**config.mk**
```make
export PLATFORM = sky130hd
export DESIGN_NAME = freq_gate_ctrl
export DESIGN_NICKNAME = d
export VERILOG_FILES = /design/src/rtl/freq_gate_ctrl_pkg.sv /design/src/rtl/freq_gate_ctrl_sig_edge_sync.sv /design/src/rtl/freq_gate_ctrl.sv
export SDC_FILE = /design/constraint.sdc
export NUM_CORES = 1
export LEC_CHECK = 0
export ABC_AREA = 0
export ABC_CLOCK_PERIOD_IN_PS = 6260
export CAP_MARGIN = 20
export CORE_MARGIN = 2
export CORE_UTILIZATION = 67
export CTS_BUF_LIST = sky130_fd_sc_hd__clkbuf_8
export CTS_CLUSTER_SIZE = 25
export DETAILED_ROUTE_END_ITERATION = 12
export GPL_TIMING_DRIVEN = 0
export PLACE_DENSITY = 0.85
export SETUP_SLACK_MARGIN = 0.4
export SLEW_MARGIN = 20
export SYNTH_ARGS = -nofsm -noshare
export SYNTH_HDL_FRONTEND = slang
export SYNTH_SLANG_ARGS = --single-unit
```
**constraint.sdc**
```tcl
create_clock -name clk -period 6.26 [get_ports clk]
set_input_delay 0.626 -clock clk [delete_from_list [all_inputs] [get_ports clk]]
set_output_delay 0.626 -clock clk [all_outputs]
set_load 0.005 [all_outputs]
```
**src/rtl/freq_gate_ctrl_pkg.sv**
```systemverilog
// Shared definitions for the frequency-counter gate sequencer: FSM states, count limits
// and the per-range gate-length table.
package freq_gate_ctrl_pkg;

  typedef enum logic [1:0] {
    ST_IDLE = 2'd0,
    ST_GATE = 2'd1,
    ST_EVAL = 2'd2
  } state_e;

  localparam int unsigned CNT_W = 14;
  localparam int unsigned TMR_W = 32;

  localparam logic [CNT_W-1:0] MAX_COUNT        = 14'd9999;
  localparam logic [CNT_W-1:0] CNT_SAT          = 14'd10000;  // overflow mark, one past MAX_COUNT
  localparam logic [CNT_W-1:0] DOWNRANGE_THRESH = 14'd1000;
  localparam logic [1:0]       MAX_RANGE        = 2'd3;

  // Gate length for range r is gate_cycles / 10**r.
  function automatic logic [TMR_W-1:0] gate_len(input logic [TMR_W-1:0] gate_cycles,
                                                input logic [1:0]       rng);
    logic [TMR_W-1:0] len;
    case (rng)
      2'd0:    len = gate_cycles;
      2'd1:    len = gate_cycles / 32'd10;
      2'd2:    len = gate_cycles / 32'd100;
      default: len = gate_cycles / 32'd1000;
    endcase
    return len;
  endfunction

endpackage

```
**src/rtl/freq_gate_ctrl_sig_edge_sync.sv**
```systemverilog
// Edge synchroniser (sig_edge_sync): two-flop synchroniser for the asynchronous signal
// under test plus a one-cycle rising-edge pulse.
module freq_gate_ctrl_sig_edge_sync (
  input  logic clk,
  input  logic reset,
  input  logic sig_in,
  output logic edge_pulse
);

  logic [2:0] sync_q, sync_d;

  always_comb sync_d = {sync_q[1:0], sig_in};

  // NOTE: sequential state uses non-blocking assignment so every flop samples pre-edge values.
  always_ff @(posedge clk or negedge reset) begin
    if (!reset) sync_q <= '0;
    else        sync_q <= sync_d;
  end

  // Bits 0..1 form the synchroniser; bit 2 is the delayed copy for edge detection.
  assign edge_pulse = sync_q[1] & ~sync_q[2];

endmodule

```
**src/rtl/freq_gate_ctrl.sv**
```systemverilog
// Frequency-counter measurement sequencer: timed gate, saturating edge count, auto-ranging
// and a stable result for the display. Define FREQ_HOLD_EN to add the hold input.
module freq_gate_ctrl
  import freq_gate_ctrl_pkg::*;
#(
  parameter int unsigned GATE_CYCLES = 100_000_000
) (
  input  logic        clk,
  input  logic        reset,
  input  logic        enable,
`ifdef FREQ_HOLD_EN
  input  logic        hold,
`endif
  input  logic        sig_in,
  output logic [15:0] displayed_number,
  output logic [1:0]  range,
  output logic        update,
  output logic        gate_active
);

  logic edge_pulse;
  logic hold_eff;

  state_e           state_q, state_d;
  logic [TMR_W-1:0] timer_q, timer_d;
  logic [CNT_W-1:0] count_q, count_d;
  logic [1:0]       cur_range_q, cur_range_d;
  logic [CNT_W-1:0] number_q, number_d;
  logic [1:0]       range_q, range_d;
  logic             update_q, update_d;
  logic             gate_active_q, gate_active_d;

  freq_gate_ctrl_sig_edge_sync u_sync (
    .clk        (clk),
    .reset      (reset),
    .sig_in     (sig_in),
    .edge_pulse (edge_pulse)
  );

`ifdef FREQ_HOLD_EN
  assign hold_eff = hold;
`else
  assign hold_eff = 1'b0;
`endif

  always_comb begin
    // NOTE: every _d starts from its current value so no path through this block infers a latch.
    state_d     = state_q;
    timer_d     = timer_q;
    count_d     = count_q;
    cur_range_d = cur_range_q;
    number_d    = number_q;
    range_d     = range_q;
    update_d    = 1'b0;

    case (state_q)
      ST_IDLE: begin
        if (enable) begin
          state_d = ST_GATE;
          timer_d = gate_len(TMR_W'(GATE_CYCLES), cur_range_q) - 32'd1;
          count_d = '0;
        end
      end
      ST_GATE: begin
        if (edge_pulse && (count_q != CNT_SAT)) count_d = count_q + 14'd1;
        if (timer_q == '0) state_d = ST_EVAL;
        else               timer_d = timer_q - 32'd1;
      end
      ST_EVAL: begin
        state_d = ST_GATE;
        count_d = '0;
        if (count_q > MAX_COUNT) begin
          // Overflow: try a shorter gate; at the shortest gate show the clipped maximum.
          if (cur_range_q != MAX_RANGE) begin
            cur_range_d = cur_range_q + 2'd1;
          end else if (!hold_eff) begin
            number_d = MAX_COUNT;
            range_d  = cur_range_q;
            update_d = 1'b1;
          end
        end else begin
          if (!hold_eff) begin
            number_d = count_q;
            range_d  = cur_range_q;
            update_d = 1'b1;
          end
          if ((count_q < DOWNRANGE_THRESH) && (cur_range_q != 2'd0)) cur_range_d = cur_range_q - 2'd1;
        end
        timer_d = gate_len(TMR_W'(GATE_CYCLES), cur_range_d) - 32'd1;
      end
      default: state_d = ST_IDLE;
    endcase

    // Dropping enable abandons the measurement but keeps the shown result and range.
    if (!enable) begin
      state_d     = ST_IDLE;
      timer_d     = timer_q;
      count_d     = count_q;
      cur_range_d = cur_range_q;
      number_d    = number_q;
      range_d     = range_q;
      update_d    = 1'b0;
    end

    gate_active_d = (state_d == ST_GATE);
  end

  always_ff @(posedge clk or negedge reset) begin
    if (!reset) begin
      state_q       <= ST_IDLE;
      timer_q       <= '0;
      count_q       <= '0;
      cur_range_q   <= '0;
      number_q      <= '0;
      range_q       <= '0;
      update_q      <= 1'b0;
      gate_active_q <= 1'b0;
    end else begin
      state_q       <= state_d;
      timer_q       <= timer_d;
      count_q       <= count_d;
      cur_range_q   <= cur_range_d;
      number_q      <= number_d;
      range_q       <= range_d;
      update_q      <= update_d;
      gate_active_q <= gate_active_d;
    end
  end

  assign displayed_number = {2'b00, number_q};
  assign range            = range_q;
  assign update           = update_q;
  assign gate_active      = gate_active_q;

endmodule

```
==> impl_metrics.csv, run 1 <==
group,metric,value,unit
floorplanning,ioPinCount,24,
clock_tree,root_buffer,"clkbuf_8",
floorplanning,die_x,85.6,um
setup_path,reg2reg_from,"cur_range_q[0]",
sta,setup_tns,0,ns
layout,stdcell_count,616,
sta,fmax,234,MHz
yosys,ys_ff_latch,71,
drt,wl_met1,4850,um
drt,wl_met2,5180,um
floorplanning,die_y,85.6,um
drt,viasPerCell,6.69,
power,power.share.clock,0.324,
setup_path,critPathLaunch,"cur_range_q[0]",
clock_tree,cts_resized,0,
sta,maxSlewHeadroom,0.379,
grt,antenna_found_initial,0,
grt,grt_pass1_wl,19000,um
power,p_switching,358,uW
drt,wl_met3,1180,um
layout,nets,561,
setup_path,crit_fanout,10,
clock_tree,clock_latency,0.37,ns
run,drv_cap,0,
setup_path,start_kind,"flip-flop",
clock_tree,cts_tree,"done",
floorplanning,die_area,7330,sq um
sta,min_period,4.26,ns
layout,area_growth_syn_to_layout,11.5,%
drt,drc,0,
yosys,ys_warn_count,0,
power,pwr-share-seq,0.492,
setup_path,r2r_setup_slack,2.00,ns
clock_tree,cts.clk_slew.worst_paths,0.08,ns
drt,ant_nets,0,
grt,grt_pass1_vias,3932,
layout,fin_util,0.779,
sta,slew_violations,0,
yosys,synth_compound_area_frac,0.219,
placement,hpwl,8390,um
hold_path,hold_path_class,"primary input to async pin",
yosys,synthArstFlopShare,1.00,
sta,rsz0062_at_grt,"false",
setup_path,reg2reg_depth,17,
yosys,avgSynthCellArea,8.91,sq um
clock_tree,post-cts-setup-buffers,0,
setup_path,worstReg2RegEnd,"timer_q[30]",
yosys,syn-cell-area,4460,sq um
power,intPower,763,uW
yosys,yosysSeqAreaShare,0.398,
sta,fin_crit_sh,0.681,
yosys,synth_top_family_by_area,"simple AND/OR/NAND/NOR gates",
clock_tree,cts_buffers,9,
drt,drtIter0Drc,578,
drt,wl,11600,um
layout,drive_gt1_frac,0.0965,
grt,grtUsageTotal,0.332,
floorplanning,core,6390,sq um
yosys,synth-xor-area-share,0.0393,
drt,dr_total_vias,4123,
yosys,synth-edff-count,0,
yosys,synth_cells,501,
drt,routedWlPerCell,18.8,um
yosys,synthMuxAreaShare,0.0123,
setup_path,endpoint_kind,"flip-flop",
drt,dr.pass1.iters,8,
clock_tree,cts_hold_buf,0,
yosys,synth_ff_type,"dfrtp_1",
yosys,yosys.area_share.simple,0.232,
power,leakagePower,0.00208,uW
floorplanning,initial_core_util,0.699,
clock_tree,ctsLongestPathBuffers,2,
sta,worst_pin_slew,0.925,ns
placement,port_buffers,21,
power,sw_frac_of_total,0.319,
layout,antenna_cells,0,
clock_tree,cts_sinks,71,
setup_path,arrival,4.53,ns
drt,top_layer,"met4",
power,power_density,225,nW/um^2
setup_path,crit_required,6.53,ns
power,power,1120,uW
placement,gp_congestion,1.02,
floorplanning,rows,29,
power,combinationalPowerShare,0.184,
grt,grt_overflow,0,
power,ir_drop,0.000201,V
setup_path,path_class,"flip-flop to flip-flop",
yosys,yosys.cell_types.count,74,
sta,skew,0.00993,ns
sta,setup_violations,0,
status,status,"completed",
yosys,yosys.area_share.adder,0.0617,
sta,hold_viol_final,0,
clock_tree,htree_num_levels,3,
placement,dp.cells,601,
grt,grt_max_degree,45,
placed cells by master (no fill, tap or decap), drive strengths merged, types with 4 or more instances in the layout:
cell,synthesis,routed
a21boi,5,5
inv,12,14
nand2,63,63
a21oi,34,34
xor2,8,8
nor2,37,37
xnor2,12,12
clkbuf,11,20
nor4,9,9
and3,7,7
mux2i,4,4
nor3,14,14
a31oi,8,8
nand4,13,13
or2,5,5
nor2b,6,6
a21o,8,8
nand3,22,22
buf,11,13
a22o,7,7
o211ai,5,5
ha,22,22
nand2b,6,6
or3,4,4
o21ai,40,40
and2,6,6
clkdlybuf4s50,0,20
dfrtp,71,71
o22a,5,5
layout make-up:
class                           count  area [sq um]
Inverter                           14          52.6
Timing Repair Buffer               22           228
Fill cell                         445          1410
Sequential cell                    71          1780
Tap cell                           77          96.3
Clock inverter                      6          62.6
Clock buffer                        9           124
Multi-Input combinational cell    395          2530
Buffer                             22           109
logic make-up after synthesis:
| logic type | Yosys count |
|---|---|
| flip-flops | 71 |
| AO/OA/AOI/OAI | 143 |
| other | 1 |
| multiplexers | 5 |
| buffers and inverters | 36 |
| AND/OR/NAND/NOR | 203 |
| adder cells (fa/ha/maj) | 22 |
| XOR/XNOR | 20 |
sequential cells by signal (all words and copies together), names as in the netlist:
register	flops
count_q	14
timer_q	32
cur_range_q	2
range	2
u_sync.sync_q	3
number_q	14
gate_active	1
state_q	2
update	1
power by group through the flow:
stage          Sequential (uW)  Combinational [uW]  Clock (uW)
3_5_place_dp               558                 200           0
2_1_floorplan              543                 142           0
6_report                   552                 206         363
5_1_grt                    556                 227         381
4_1_cts                    549                 202         366
3_3_place_gp               555                 190           0
worst max-delay path: stages (launching register included):
cell and delay, ns:
dfrtp_1 0.44, inv_1 0.16, ha_1 0.30, nor3_1 0.24
o211ai_2 0.14, nor2_1 0.11, a211oi_1 0.05, a21oi_1 0.29
inv_1 0.18, ha_1 0.28, a21boi_2 0.18, buf_2 0.25
a31oi_1 0.15, nor3_2 0.19, nand3_1 0.18, nor2_1 0.50
a32oi_1 0.20, a311oi_1 0.28
metal layers:
layer  up-vias  GRT usage
met1      1948      0.471
met3        40     0.0462
li1       1881          -
met5         -          0
met2       254      0.506
met4         0      0.160
cell usage after synthesis, types with 3 or more instances:
| cell | instances | area share |
|---|---|---|
| o31ai_1 | 3 | 0.0050 |
| a22o_1 | 7 | 0.014 |
| nor3_1 | 12 | 0.013 |
| buf_4 | 5 | 0.0084 |
| nand4_1 | 12 | 0.017 |
| clkbuf_1 | 11 | 0.0093 |
| nand3_1 | 21 | 0.024 |
| mux2i_1 | 4 | 0.0090 |
| ha_1 | 22 | 0.062 |
| or2_2 | 5 | 0.0070 |
| xor2_1 | 8 | 0.016 |
| o211ai_1 | 4 | 0.0067 |
| nor4_1 | 9 | 0.013 |
| nand2b_1 | 6 | 0.0084 |
| nand2_1 | 63 | 0.053 |
| o22a_1 | 5 | 0.0098 |
| xnor2_1 | 12 | 0.024 |
| nor2b_1 | 6 | 0.0084 |
| o21ai_0 | 38 | 0.043 |
| a21o_1 | 7 | 0.012 |
| nor2_1 | 35 | 0.029 |
| dfrtp_1 | 71 | 0.40 |
| and3_1 | 6 | 0.0084 |
| a211oi_1 | 3 | 0.0050 |
| buf_2 | 6 | 0.0067 |
| a21oi_1 | 34 | 0.038 |
| inv_1 | 12 | 0.010 |
| and2_1 | 6 | 0.0084 |
| a31oi_1 | 8 | 0.011 |
worst max-delay path by stage:
stage | end | slack [ns]
floorplan | timer_q[28] | 2.81
global placement | timer_q[30] | 2.20
detailed placement | timer_q[30] | 2.15
CTS | timer_q[30] | 2.11
global route | timer_q[30] | 1.71
finish | timer_q[30] | 2.00
through the flow:
step / hold slack (ns) / instance area, sq um / setup WS [ns]
2_1_floorplan: 0.330 / 4470 / 2.81
3_3_place_gp: 0.333 / 4770 / 2.20
3_5_place_dp: 0.339 / 4790 / 2.15
4_1_cts: 0.184 / 4980 / 2.11
5_1_grt: 0.208 / 4980 / 1.71
6_report: 0.167 / 4980 / 2.00
No activity file was read; power rests on OpenSTA's default activity.
==> run 2: changes to the inputs <==
--- a/config.mk
+++ b/config.mk
@@ -6,15 +6,15 @@
 export NUM_CORES = 1
 export LEC_CHECK = 0
 export ABC_AREA = 0
-export ABC_CLOCK_PERIOD_IN_PS = 6260
+export ABC_CLOCK_PERIOD_IN_PS = 3460
 export CAP_MARGIN = 20
 export CORE_MARGIN = 2
-export CORE_UTILIZATION = 67
+export CORE_UTILIZATION = 56
 export CTS_BUF_LIST = sky130_fd_sc_hd__clkbuf_8
 export CTS_CLUSTER_SIZE = 25
 export DETAILED_ROUTE_END_ITERATION = 12
 export GPL_TIMING_DRIVEN = 0
-export PLACE_DENSITY = 0.85
+export PLACE_DENSITY = 0.75
 export SETUP_SLACK_MARGIN = 0.4
 export SLEW_MARGIN = 20
 export SYNTH_ARGS = -nofsm -noshare
==> constraint.sdc (replaced) <==
create_clock -name clk -period 3.46 [get_ports clk]
set_input_delay 0.346 -clock clk [delete_from_list [all_inputs] [get_ports clk]]
set_output_delay 0.346 -clock clk [all_outputs]
set_load 0.005 [all_outputs]
==> impl_metrics.csv, run 2 (synthesis results as in run 1) <==
group,metric,value,unit
status,status,"completed",
grt,grt_max_degree,44,
grt,antenna_found_initial,0,
drt,drc,0,
setup_path,path_class,"flip-flop to flip-flop",
sta,whs,0.353,ns
floorplanning,die_y,93.3,um
drt,routedWlPerCell,20.5,um
sta,skew,0.0178,ns
layout,layout_common_cells,"dfrtp_1, nand2_1, buf_4",
grt,grt.met2_usage,0.469,
layout,largest_reg_flops,32,
power,pwr-share-seq,0.437,
layout,antenna_cells,0,
grt,grt_overflow,0,
sta,maxSlewHeadroom,0.400,
grt,grtUsageTotal,0.308,
floorplanning,die_x,93.3,um
sta,setup_violations,0,
setup_path,arrival,3.53,ns
grt,grt_use_met1,0.432,
power,p_switching,742,uW
floorplanning,die_area,8700,sq um
hold_path,hold_path_class,"flip-flop to flip-flop",
sta,hold_viol_final,0,
power,intPower,1530,uW
setup_path,crit_fanout,5,
clock_tree,cts.clk_slew.worst_paths,0.09,ns
drt,dr_total_vias,4486,
layout,final_common_cell,"dfrtp_1",
power,combinationalPowerShare,0.218,
drt,wl,14200,um
layout,drive_gt1_frac,0.299,
clock_tree,htree_num_levels,3,
setup_path,start_kind,"flip-flop",
sta,rsz0062_at_grt,"true",
power,ir_drop,0.000270,V
placement,hpwl,8290,um
clock_tree,cts_tree,"done",
layout,regMostFlops,"timer_q",
clock_tree,clock_latency,0.37,ns
grt,grt_pass1_wl,20800,um
setup_path,endpoint_kind,"flip-flop",
power,power.share.clock,0.344,
floorplanning,initial_core_util,0.577,
drt,ant_nets,0,
setup_path,crit_required,3.72,ns
drt,viasPerCell,6.46,
drt,dr.pass1.iters,5,
sta,slew_violations,0,
power,power_density,381,nW/um^2
sta,fmax,306,MHz
run,drv_cap,0,
clock_tree,root_buffer,"clkbuf_8",
placement,port_buffers,21,
sta,setup_tns,0,ns
drt,drtIter0Drc,540,
sta,fin_crit_sh,0.945,
floorplanning,ioPinCount,24,
power,leakagePower,0.00245,uW
placement,gp_congestion,0.960,
clock_tree,ctsLongestPathBuffers,2,
grt,top_usage_layer,"met2",
sta,worst_pin_slew,0.899,ns
clock_tree,cts_buffers,9,
grt,grt_pass1_vias,4131,
floorplanning,rows,32,
power,sw_frac_of_total,0.327,
floorplanning,core,7730,sq um
layout,largestRegisters,"timer_q (32), count_q (14), number_q (14)",
layout,area_growth_syn_to_layout,33.6,%
sta,min_period,3.27,ns
grt,met3_usage,0.0451,
clock_tree,cts_sinks,71,
layout,nets,613,
run 2: cell count changes in the layout (fill, tap and decap cells not counted), moves of 9 or more:
cell	change
buf_6	+11
a21oi_1	-9
dfrtp_1	-9
buf_4	+42
dfrtp_2	+9
run 2: power by group through the flow:
stage               logic, uW  registers (uW)  clock network (uW)
finish                    496             993                 781
global route              535            1000                 814
CTS                       403             993                 783
detailed placement        365            1010                   0
global placement          354            1000                   0
floorplan                 263             983                   0
run 2: cell type report:
type | count | area [sq um]
Multi-Input combinational cell | 395 | 2980
Buffer | 22 | 129
Clock inverter | 7 | 103
Inverter | 14 | 57.6
Clock buffer | 9 | 124
Timing Repair Buffer | 74 | 654
Tap cell | 102 | 128
Fill cell | 494 | 1770
Sequential cell | 71 | 1790
run 2: routing by layer:
metal	up-vias	wire length, um
met5	-	0
met4	0	742
met3	80	1130
met2	280	6590
met1	2130	5780
li1	1996	-
run 2: path summary, 6_finish.rpt:
kind / from / to / slack [ns] / depth (start not counted)
hold reg to reg: u_sync.sync_q[0] / u_sync.sync_q[1] / 0.35 / 0
max in group asynchronous: reset / count_q[4] / 2.45 / 3
setup reg to reg: count_q[4] / timer_q[29] / 0.19 / 14
hold / removal: u_sync.sync_q[0] / u_sync.sync_q[1] / 0.35 / 0
setup / recovery: count_q[4] / timer_q[29] / 0.19 / 14
min in group asynchronous: reset / timer_q[12] / 0.44 / 2
run 2: critical path: stages (launching register included):
cell      delay [ns]
dfrtp_2         0.46
o211ai_1        0.29
o211ai_4        0.15
xnor2_2         0.18
mux2_4          0.26
inv_2           0.09
ha_1            0.23
a22o_1          0.22
mux2i_2         0.21
and2b_2         0.26
nand4_4         0.17
nor3_4          0.22
buf_6           0.16
nand4_1         0.10
xor2_1          0.16
run 2: timing repair:
item,in CTS,in global routing
hold endpoints to repair,28,0
gates resized for setup,54,53
pin swaps,21,36
setup endpoints to repair,26,31
hold buffers,1,0
cloned,0,0
buffers inserted,24,27
run 2: stage by stage:
stage	std cells	util	worst slack (ns)	cell area, sq um	total power (uW)
final	694	0.771	0.190	5960	2270
after global routing	694	0.771	0.0494	5960	2350
after CTS	667	0.716	0.347	5530	2180
after detailed placement	626	0.633	-0.357	4890	1370
after global placement	625	0.631	-0.322	4870	1360
after floorplan	502	-	0.343	4540	1250
